===== src/rtl/m_serial_adder_if.sv =====
// m_serial_adder_if: start/operand/result bundle for the bit-serial adder (w_ovf only with SERIAL_ADDER_OVF_EN)
interface m_serial_adder_if #(parameter int N = 8);
  logic         w_start;
  logic [N-1:0] w_a;
  logic [N-1:0] w_b;
  logic         w_busy;
  logic         w_done;
  logic [N-1:0] w_sum;
  logic         w_cout;
`ifdef SERIAL_ADDER_OVF_EN
  logic         w_ovf;
`endif
  modport master (
    output w_start, w_a, w_b,
    input  w_busy, w_done, w_sum, w_cout
`ifdef SERIAL_ADDER_OVF_EN
    , input w_ovf
`endif
  );
  modport slave (
    input  w_start, w_a, w_b,
    output w_busy, w_done, w_sum, w_cout
`ifdef SERIAL_ADDER_OVF_EN
    , output w_ovf
`endif
  );
endinterface


===== src/rtl/m_serial_adder.sv =====
// m_serial_adder: bit-serial N-bit adder from two half-adders plus carry flop; SERIAL_ADDER_OVF_EN adds signed overflow
module m_half_adder (
  input  logic i_a,
  input  logic i_b,
  output logic o_c,
  output logic o_s
);
  assign o_c = i_a & i_b;
  assign o_s = i_a ^ i_b;
endmodule

module m_serial_adder #(parameter int N = 8) (
  input logic              w_clk,
  input logic              w_rst,
  m_serial_adder_if.slave  bus
);
  localparam int CW = $clog2(N + 1);
  typedef enum logic [1:0] {IDLE, RUN, DONE} state_t;
  state_t        r_state, w_next;
  logic [N-1:0]  r_a, r_b, r_s;
  logic          r_c, r_cout;
  logic [CW-1:0] r_cnt;
  logic          w_c0, w_s0, w_c1, w_bit, w_nc, w_last, w_accept;
`ifdef SERIAL_ADDER_OVF_EN
  logic          r_ovf;
`endif
  m_half_adder u_ha0 (.i_a(r_a[0]), .i_b(r_b[0]), .o_c(w_c0), .o_s(w_s0));
  m_half_adder u_ha1 (.i_a(w_s0),   .i_b(r_c),    .o_c(w_c1), .o_s(w_bit));
  assign w_nc     = w_c0 | w_c1;
  assign w_last   = r_cnt == CW'(N - 1);
  assign w_accept = (r_state == IDLE) && bus.w_start;
  // state register
  always_ff @(posedge w_clk)
    r_state <= w_rst ? IDLE : w_next;
  // next state: start only honoured in IDLE, DONE always returns to IDLE
  always_comb begin
    w_next = IDLE;
    w_next = (r_state == IDLE) ? (bus.w_start ? RUN : IDLE) :
             (r_state == RUN)  ? (w_last ? DONE : RUN) : IDLE;
  end
  // datapath: latch on accept, then shift one bit per RUN edge LSB first
  always_ff @(posedge w_clk) begin
    if (w_rst || w_accept) begin
      r_a    <= w_rst ? '0 : bus.w_a;
      r_b    <= w_rst ? '0 : bus.w_b;
      r_s    <= '0;
      r_c    <= 1'b0;
      r_cnt  <= '0;
      r_cout <= 1'b0;
`ifdef SERIAL_ADDER_OVF_EN
      r_ovf  <= 1'b0;
`endif
    end else if (r_state == RUN) begin
      r_a   <= r_a >> 1;
      r_b   <= r_b >> 1;
      r_s   <= N'({w_bit, r_s} >> 1);
      r_c   <= w_nc;
      r_cnt <= r_cnt + CW'(1);
      if (w_last) begin
        r_cout <= w_nc;
`ifdef SERIAL_ADDER_OVF_EN
        r_ovf  <= r_c ^ w_nc;
`endif
      end
    end
  end
  assign bus.w_busy = r_state == RUN;
  assign bus.w_done = r_state == DONE;
  assign bus.w_sum  = r_s;
  assign bus.w_cout = r_cout;
`ifdef SERIAL_ADDER_OVF_EN
  assign bus.w_ovf  = r_ovf;
`endif
endmodule


===== src/flat_wrapper.sv =====
// flat-port wrapper written by rule: the top's interface ports become plain ports
module m_serial_adder_flat 
#(parameter int N = 8)
  (w_clk, w_rst, bus_w_start, bus_w_a, bus_w_b, bus_w_busy, bus_w_done, bus_w_sum, bus_w_cout);
  m_serial_adder_if #(.N(N)) bus_i ();
  input logic w_clk;
  input logic w_rst;
  input wire logic [$bits(bus_i.w_start)-1:0] bus_w_start;
  input wire logic [$bits(bus_i.w_a)-1:0] bus_w_a;
  input wire logic [$bits(bus_i.w_b)-1:0] bus_w_b;
  output wire logic [$bits(bus_i.w_busy)-1:0] bus_w_busy;
  output wire logic [$bits(bus_i.w_done)-1:0] bus_w_done;
  output wire logic [$bits(bus_i.w_sum)-1:0] bus_w_sum;
  output wire logic [$bits(bus_i.w_cout)-1:0] bus_w_cout;
  assign bus_i.w_start = bus_w_start;
  assign bus_i.w_a = bus_w_a;
  assign bus_i.w_b = bus_w_b;
  assign bus_w_busy = bus_i.w_busy;
  assign bus_w_done = bus_i.w_done;
  assign bus_w_sum = bus_i.w_sum;
  assign bus_w_cout = bus_i.w_cout;
  m_serial_adder #(.N(N)) u_core (.w_clk(w_clk), .w_rst(w_rst), .bus(bus_i));
endmodule

===== config.mk =====
export PLATFORM = sky130hd
export DESIGN_NAME = m_serial_adder_flat
export DESIGN_NICKNAME = d
export VERILOG_FILES = /design/src/rtl/m_serial_adder_if.sv /design/src/rtl/m_serial_adder.sv /design/src/flat_wrapper.sv
export SDC_FILE = /design/constraint.sdc
export NUM_CORES = 1
export LEC_CHECK = 0
export ABC_AREA = 1
export CAP_MARGIN = 10
export CORE_MARGIN = 3
export CORE_UTILIZATION = 50
export CTS_BUF_LIST = sky130_fd_sc_hd__clkbuf_2
export DETAILED_ROUTE_END_ITERATION = 7
export DONT_BUFFER_PORTS = 1
export HOLD_SLACK_MARGIN = 0.15
export PLACE_DENSITY = 0.69
export RECOVER_POWER = 100
export SLEW_MARGIN = 15
export SYNTH_ARGS = -nofsm -noshare
export SYNTH_HDL_FRONTEND = slang
export SYNTH_SLANG_ARGS = --single-unit

===== constraint.sdc =====
create_clock -name w_clk -period 3.1 [get_ports w_clk]
set_input_delay 0.62 -clock w_clk [delete_from_list [all_inputs] [get_ports w_clk]]
set_output_delay 0.62 -clock w_clk [all_outputs]
set_load 0.03 [all_outputs]

==> results of run 1 <==
Yosys cell counts, drive strengths merged:
cell type,n,area [sq um]
nor3,1,5.000
fa,1,20.02
nor3b,1,7.510
clkinv,1,5.000
inv,8,35.03
nor2,12,47.55
nand2,61,249.0
a21oi,10,50.05
nand3,19,95.09
ha,1,12.51
buf,6,55.05
dfxtp,16,320.3
edfxtp,16,480.5
worst max path at each step:
stage | endpoint | from | cells after the start | slack (ns)
finish | u_core.r_a[4]$_DFFE_PP_ | u_core.r_state[0]$_SDFF_PP0_ | 5 | 0.74
global route | u_core.r_a[4]$_DFFE_PP_ | u_core.r_state[0]$_SDFF_PP0_ | 5 | 0.53
CTS | bus_w_busy | u_core.r_state[1]$_SDFF_PP0_ | 3 | 1.06
detailed placement | u_core.r_b[2]$_DFFE_PP_ | w_rst | 4 | 0.97
global placement | u_core.r_a[7]$_SDFFCE_PP0P_ | w_rst | 4 | 1.01
floorplan | u_core.r_a[0]$_DFFE_PP_ | w_rst | 5 | 1.38
critical path: stages, from the launching register on:
cell and delay, ns:
dfxtp_1 0.37, nor2_1 0.15, nand2_2 0.06, nand2_1 0.70, inv_6 0.14, nand2_1 0.55
logic make-up after synthesis:
kind of cell	Yosys count	synth area share, %
AO/OA/AOI/OAI	10	3.620
buffers and inverters	15	6.877
adder cells (fa/ha/maj)	2	2.353
flip-flops	32	57.92
AND/OR/NAND/NOR	94	29.23
sequential cells by signal, summed over array words and instances, names as in the netlist:
| register | cells |
|---|---|
| u_core.bus.w_sum | 8 |
| u_core.r_a | 8 |
| u_core.r_b | 8 |
| u_core.r_cnt | 4 |
| u_core.r_state | 2 |
| u_core.bus.w_cout | 1 |
| u_core.r_c | 1 |
placed cells by master (no fill, tap or decap), types with 2 or more instances in the layout:
cell type  instances
clkbuf_2           6
nand2_1           59
edfxtp_1          16
nor2_1            12
a21oi_1           10
nand3_1           19
nand2_2            2
inv_1              6
dfxtp_1           16
routing by layer:
metal | GRT usage [%] | wire length (um) | up-vias
met5 | 0 | 0 | -
met1 | 19.29 | 1057 | 455
met3 | 7.895 | 214 | 6
li1 | - | - | 500
met4 | 8.738 | 58 | 0
met2 | 25.20 | 1124 | 29
cell type report:
class	count	area (sq um)	share of cell area, %
sequential	32	800.8	57.66
multi-input combinational	106	469.2	33.78
inverter	9	40.04	2.883
tap	30	37.54	2.703
clock buffer	6	30.03	2.162
clock inverter	2	11.26	0.8108
power groups by stage:
| stage | Sequential (mW) | Combinational, mW | Clock, mW |
|---|---|---|---|
| 6_report | 0.501 | 0.0762 | 0.198 |
| 5_1_grt | 0.506 | 0.0886 | 0.227 |
| 4_1_cts | 0.503 | 0.0799 | 0.207 |
| 3_5_place_dp | 0.512 | 0.0796 | 0 |
| 3_3_place_gp | 0.511 | 0.0765 | 0 |
| 2_1_floorplan | 0.508 | 0.0757 | 0 |
==> results.toml, run 1 <==
[outcome]
outcome = "finished clean"

[sta]
maxSlewHeadroom_pct = 35.87
finalHoldViolCount = 0
finalCriticalPeriod_ns = 2.360
tightest_slew_ns = 0.9597
slew_viol_final = 0
max_clock_freq_ghz = 0.4237
finalCritPeriodShare_pct = 76.14
fin_hold_ws_ns = 0.3109
setup_violations = 0
grt_setup_unrepaired = "no"
timing.setup.tns_ns = 0
finalClockSkew_ns = 0.02620
fin_ws_ns = 0.7396

[detailed_routing]
drtPass1Iterations = 4
drtIter0Drc = 20
routed_wl_mm = 2.454
drc = 0
avgRoutedWirePerCell_um = 13.26
vias = 990
vias_per_cell = 5.351
ant_nets = 0

[power]
peakVddDrop_uv = 359.1
finalPower_mw = 0.7746
combPwrFrac_pct = 9.8
clock_power_share_pct = 25.5
power.leakage_nw = 0.5643
p_per_area_nw_per_um2 = 557.7
swShare_pct = 27.22
p_switching_mw = 0.2109
seq_power_share_pct = 64.6
p_int_mw = 0.5637

[global_routing]
antenna_found_initial = 0
grt_pass1_wl_mm = 4.181
grt_pass1_vias = 946
overflow = 0
grt_use_total_pct = 16.53
grt_max_degree = 28

[logic_synthesis]
syn_area_sq_um = 1383
syn_inst = 153
synth_cell_type_count = 21
yosysWarningCount = 0
ys_seq_area_share_pct = 57.92
ys_seq_elements = 32
synth_nets = 174
avgSynthCellArea_sq_um = 9.036

[min_path]
whs_endpoint = "u_core.r_state[1]$_SDFF_PP0_"
whs_path_depth = 1
hold_path.class = "in -> reg"
holdCritStartpoint = "w_rst"

[die]
fp.dieArea_sq_um = 3432
die_y_um = 58.59
row_count = 18
die_w_um = 58.59
core_sq_um = 2545
ios = 30
start_util_pct = 54.33

[place]
portBuffers = 0
place.gp.congestion = 0.7427
place_ws_ns = 0.9678
dp.cells = 177
dp_hpwl_mm = 1.691
place_area_sq_um = 1365

[clocking]
clkLatencyLatePin_ns = 0.38
post_cts_buffers = 0
h-tree-depth = 2
cts_resized = 0
cts_sinks = 32
cts.path.max_buffers = 2
hold_buffers = 0
cts_tree = "done"
cts_root_buffer = "clkbuf_2"
clk_pin_slew_ns = 0.17
numCtsBuffers = 5

[setup_path]
cp_data_arrival_time_ns = 2.37
cp.required_ns = 3.11
r2r_slack_ns = 0.74
worstPathMaxFanout = 27
reg2reg_depth = 5
end_kind = "register"
start_kind = "register"
reg2reg_from = "u_core.r_state[0]$_SDFF_PP0_"
r2r_end = "u_core.r_a[4]$_DFFE_PP_"
crit_type = "reg -> reg"

[layout]
final_cell_count_no_fill = 185
drive_gt1_share_pct = 8.387
fill_cells = 242
post-route-util_pct = 54.57
fin_nets = 175
finalInstanceArea_sq_um = 1389
areaGrowthSynthToFinish_pct = 0.4523
num_antenna_cells = 0

[flow_run]
drv_cap = 0
No activity file was read; power rests on OpenSTA's default activity.
==> run 2: changes to the inputs <==
clock period = 2.4 ns   (was 3.1 ns; I/O delays follow)
==> run 2 against run 1 <==
Critical path depth increased by 1. Via count increased by 2.1%. Cell area increased by 1.4%. Routed wire length decreased by 0.61%. Global-route usage decreased by 0.49 points. Combinational power increased by 34%.
==> results.toml, run 2 (same netlist as run 1, synthesis figures left out) <==
[die]
fp.dieArea_sq_um = 3432
die_w_um = 58.59
start_util_pct = 54.33
die_y_um = 58.59
core_sq_um = 2545
ios = 30
row_count = 18

[detailed_routing]
drtIter0Drc = 36
routed_wl_mm = 2.439
ant_nets = 0
drc = 0
vias = 1011
vias_per_cell = 5.406
drtPass1Iterations = 4
avgRoutedWirePerCell_um = 13.04

[sta]
max_clock_freq_ghz = 0.5102
finalCritPeriodShare_pct = 81.67
fin_ws_ns = 0.4400
slew_viol_final = 0
finalHoldViolCount = 0
setup_violations = 0
finalCriticalPeriod_ns = 1.960
tightest_slew_ns = 1.085
finalClockSkew_ns = 0.02494
maxSlewHeadroom_pct = 27.65
grt_setup_unrepaired = "no"
timing.setup.tns_ns = 0

[setup_path]
cp_data_arrival_time_ns = 2.20
slowest_stage = "clkbuf_1"
worstPathMaxFanout = 26
crit_cells = 6
reg2reg_depth = 6
critPathMaxStageDelay_ns = 0.83
critical_path.top_delay_family = "buffers and inverters"
start_kind = "register"
worstPathCellList = "nor2_1 -> nand2_2 -> nand2_1 -> clkbuf_1 -> nand3_1 -> nand2_1"
crit_top_cell = "nand2_1"
crit_type = "reg -> reg"
cp_num_buf_inv = 1
end_kind = "register"
cp.required_ns = 2.64

[global_routing]
overflow = 0
antenna_found_initial = 0
grt_use_total_pct = 16.03
grt_max_degree = 27
grt_pass1_wl_mm = 4.084
grt_pass1_vias = 920

[layout]
final_common_cell = "nand2_1"
drive_gt1_share_pct = 10.19
finalInstanceArea_sq_um = 1408
layout_common_cells = "nand2_1 (56), nand3_1 (19), dfxtp_1 (16), edfxtp_1 (16), nor2_1 (12)"
num_antenna_cells = 0
final_cell_count_no_fill = 187
fin_nets = 177
areaGrowthSynthToFinish_pct = 1.810

[clocking]
clk_pin_slew_ns = 0.16
numCtsBuffers = 5
cts_resized = 0
h-tree-depth = 2
cts_sinks = 32
cts_root_buffer = "clkbuf_2"
cts_tree = "done"
hold_buffers = 0
post_cts_buffers = 0
clkLatencyLatePin_ns = 0.37
cts.path.max_buffers = 2

[power]
p_per_area_nw_per_um2 = 708.8
peakVddDrop_uv = 488.3
power.leakage_nw = 0.5762

[place]
place.gp.congestion = 0.6840
dp.cells = 178
portBuffers = 0
dp_hpwl_mm = 1.665
place_area_sq_um = 1373
place_ws_ns = 0.6200

[outcome]
outcome = "finished clean"

[min_path]
hold_path.class = "in -> reg"
whs_path_depth = 2

[flow_run]
drv_cap = 0
[run 2: cell types whose count changed in the layout (fill, tap and decap cells not counted), sizes merged]
cell	before	now
dlygate4sd3	0	1
clkinvlp	1	0
clkinv	1	3
[run 2: final timing paths]
kind,startpoint,end,slack [ns]
hold reg to reg,u_core.r_c$_SDFFE_PP0N_,u_core.r_c$_SDFFE_PP0N_,0.50
setup reg to reg,u_core.r_state[0]$_SDFF_PP0_,u_core.r_b[4]$_DFFE_PP_,0.44
setup / recovery,u_core.r_state[0]$_SDFF_PP0_,u_core.r_b[4]$_DFFE_PP_,0.44
hold / removal,bus_w_a[6],u_core.r_a[6]$_DFFE_PP_,0.31
[run 2: power breakdown]
part | leakage [nW] | total, mW | internal [mW] | switching (mW)
clock network | 0.0328 | 0.247 | 0.0661 | 0.181
logic | 0.239 | 0.102 | 0.0277 | 0.0747
registers | 0.304 | 0.648 | 0.627 | 0.0211
[run 2: through the flow]
step / total power [mW] / hold WS, ns / util (%)
finish: 0.9977 / 0.3081 / 55.31
global route: 1.051 / 0.2758 / 55.31
CTS: 1.012 / 0.1528 / 55.46
detailed placement: 0.7668 / 0.4811 / 53.93
global placement: 0.7615 / 0.4675 / 53.93
floorplan: 0.7539 / 0.4569 / -
[run 2: area by class of cell]
class,instances,area (sq um)
clock buffers,5,25.02
clock inverters,3,13.76
fillers,258,1137
inverters,9,40.04
multi-input cells,106,476.7
flip-flops and latches,32,800.8
well taps,30,37.54
repair buffers,2,13.76
[run 2: metal layers]
layer	track usage, %	wire length, um	vias to the layer above	part of all wire [%]
met2	23.76	1114	30	46
met4	6.796	44	0	1.8
met5	0	0	-	0
met1	19.77	1112	469	46
met3	8.114	168	7	6.9
li1	-	-	505	-
[run 2: worst reg2reg max path: stages (launching register included)]
cell	delay (ns)
dfxtp_1	0.37
nor2_1	0.16
nand2_2	0.06
nand2_1	0.14
clkbuf_1	0.83
nand3_1	0.16
nand2_1	0.13
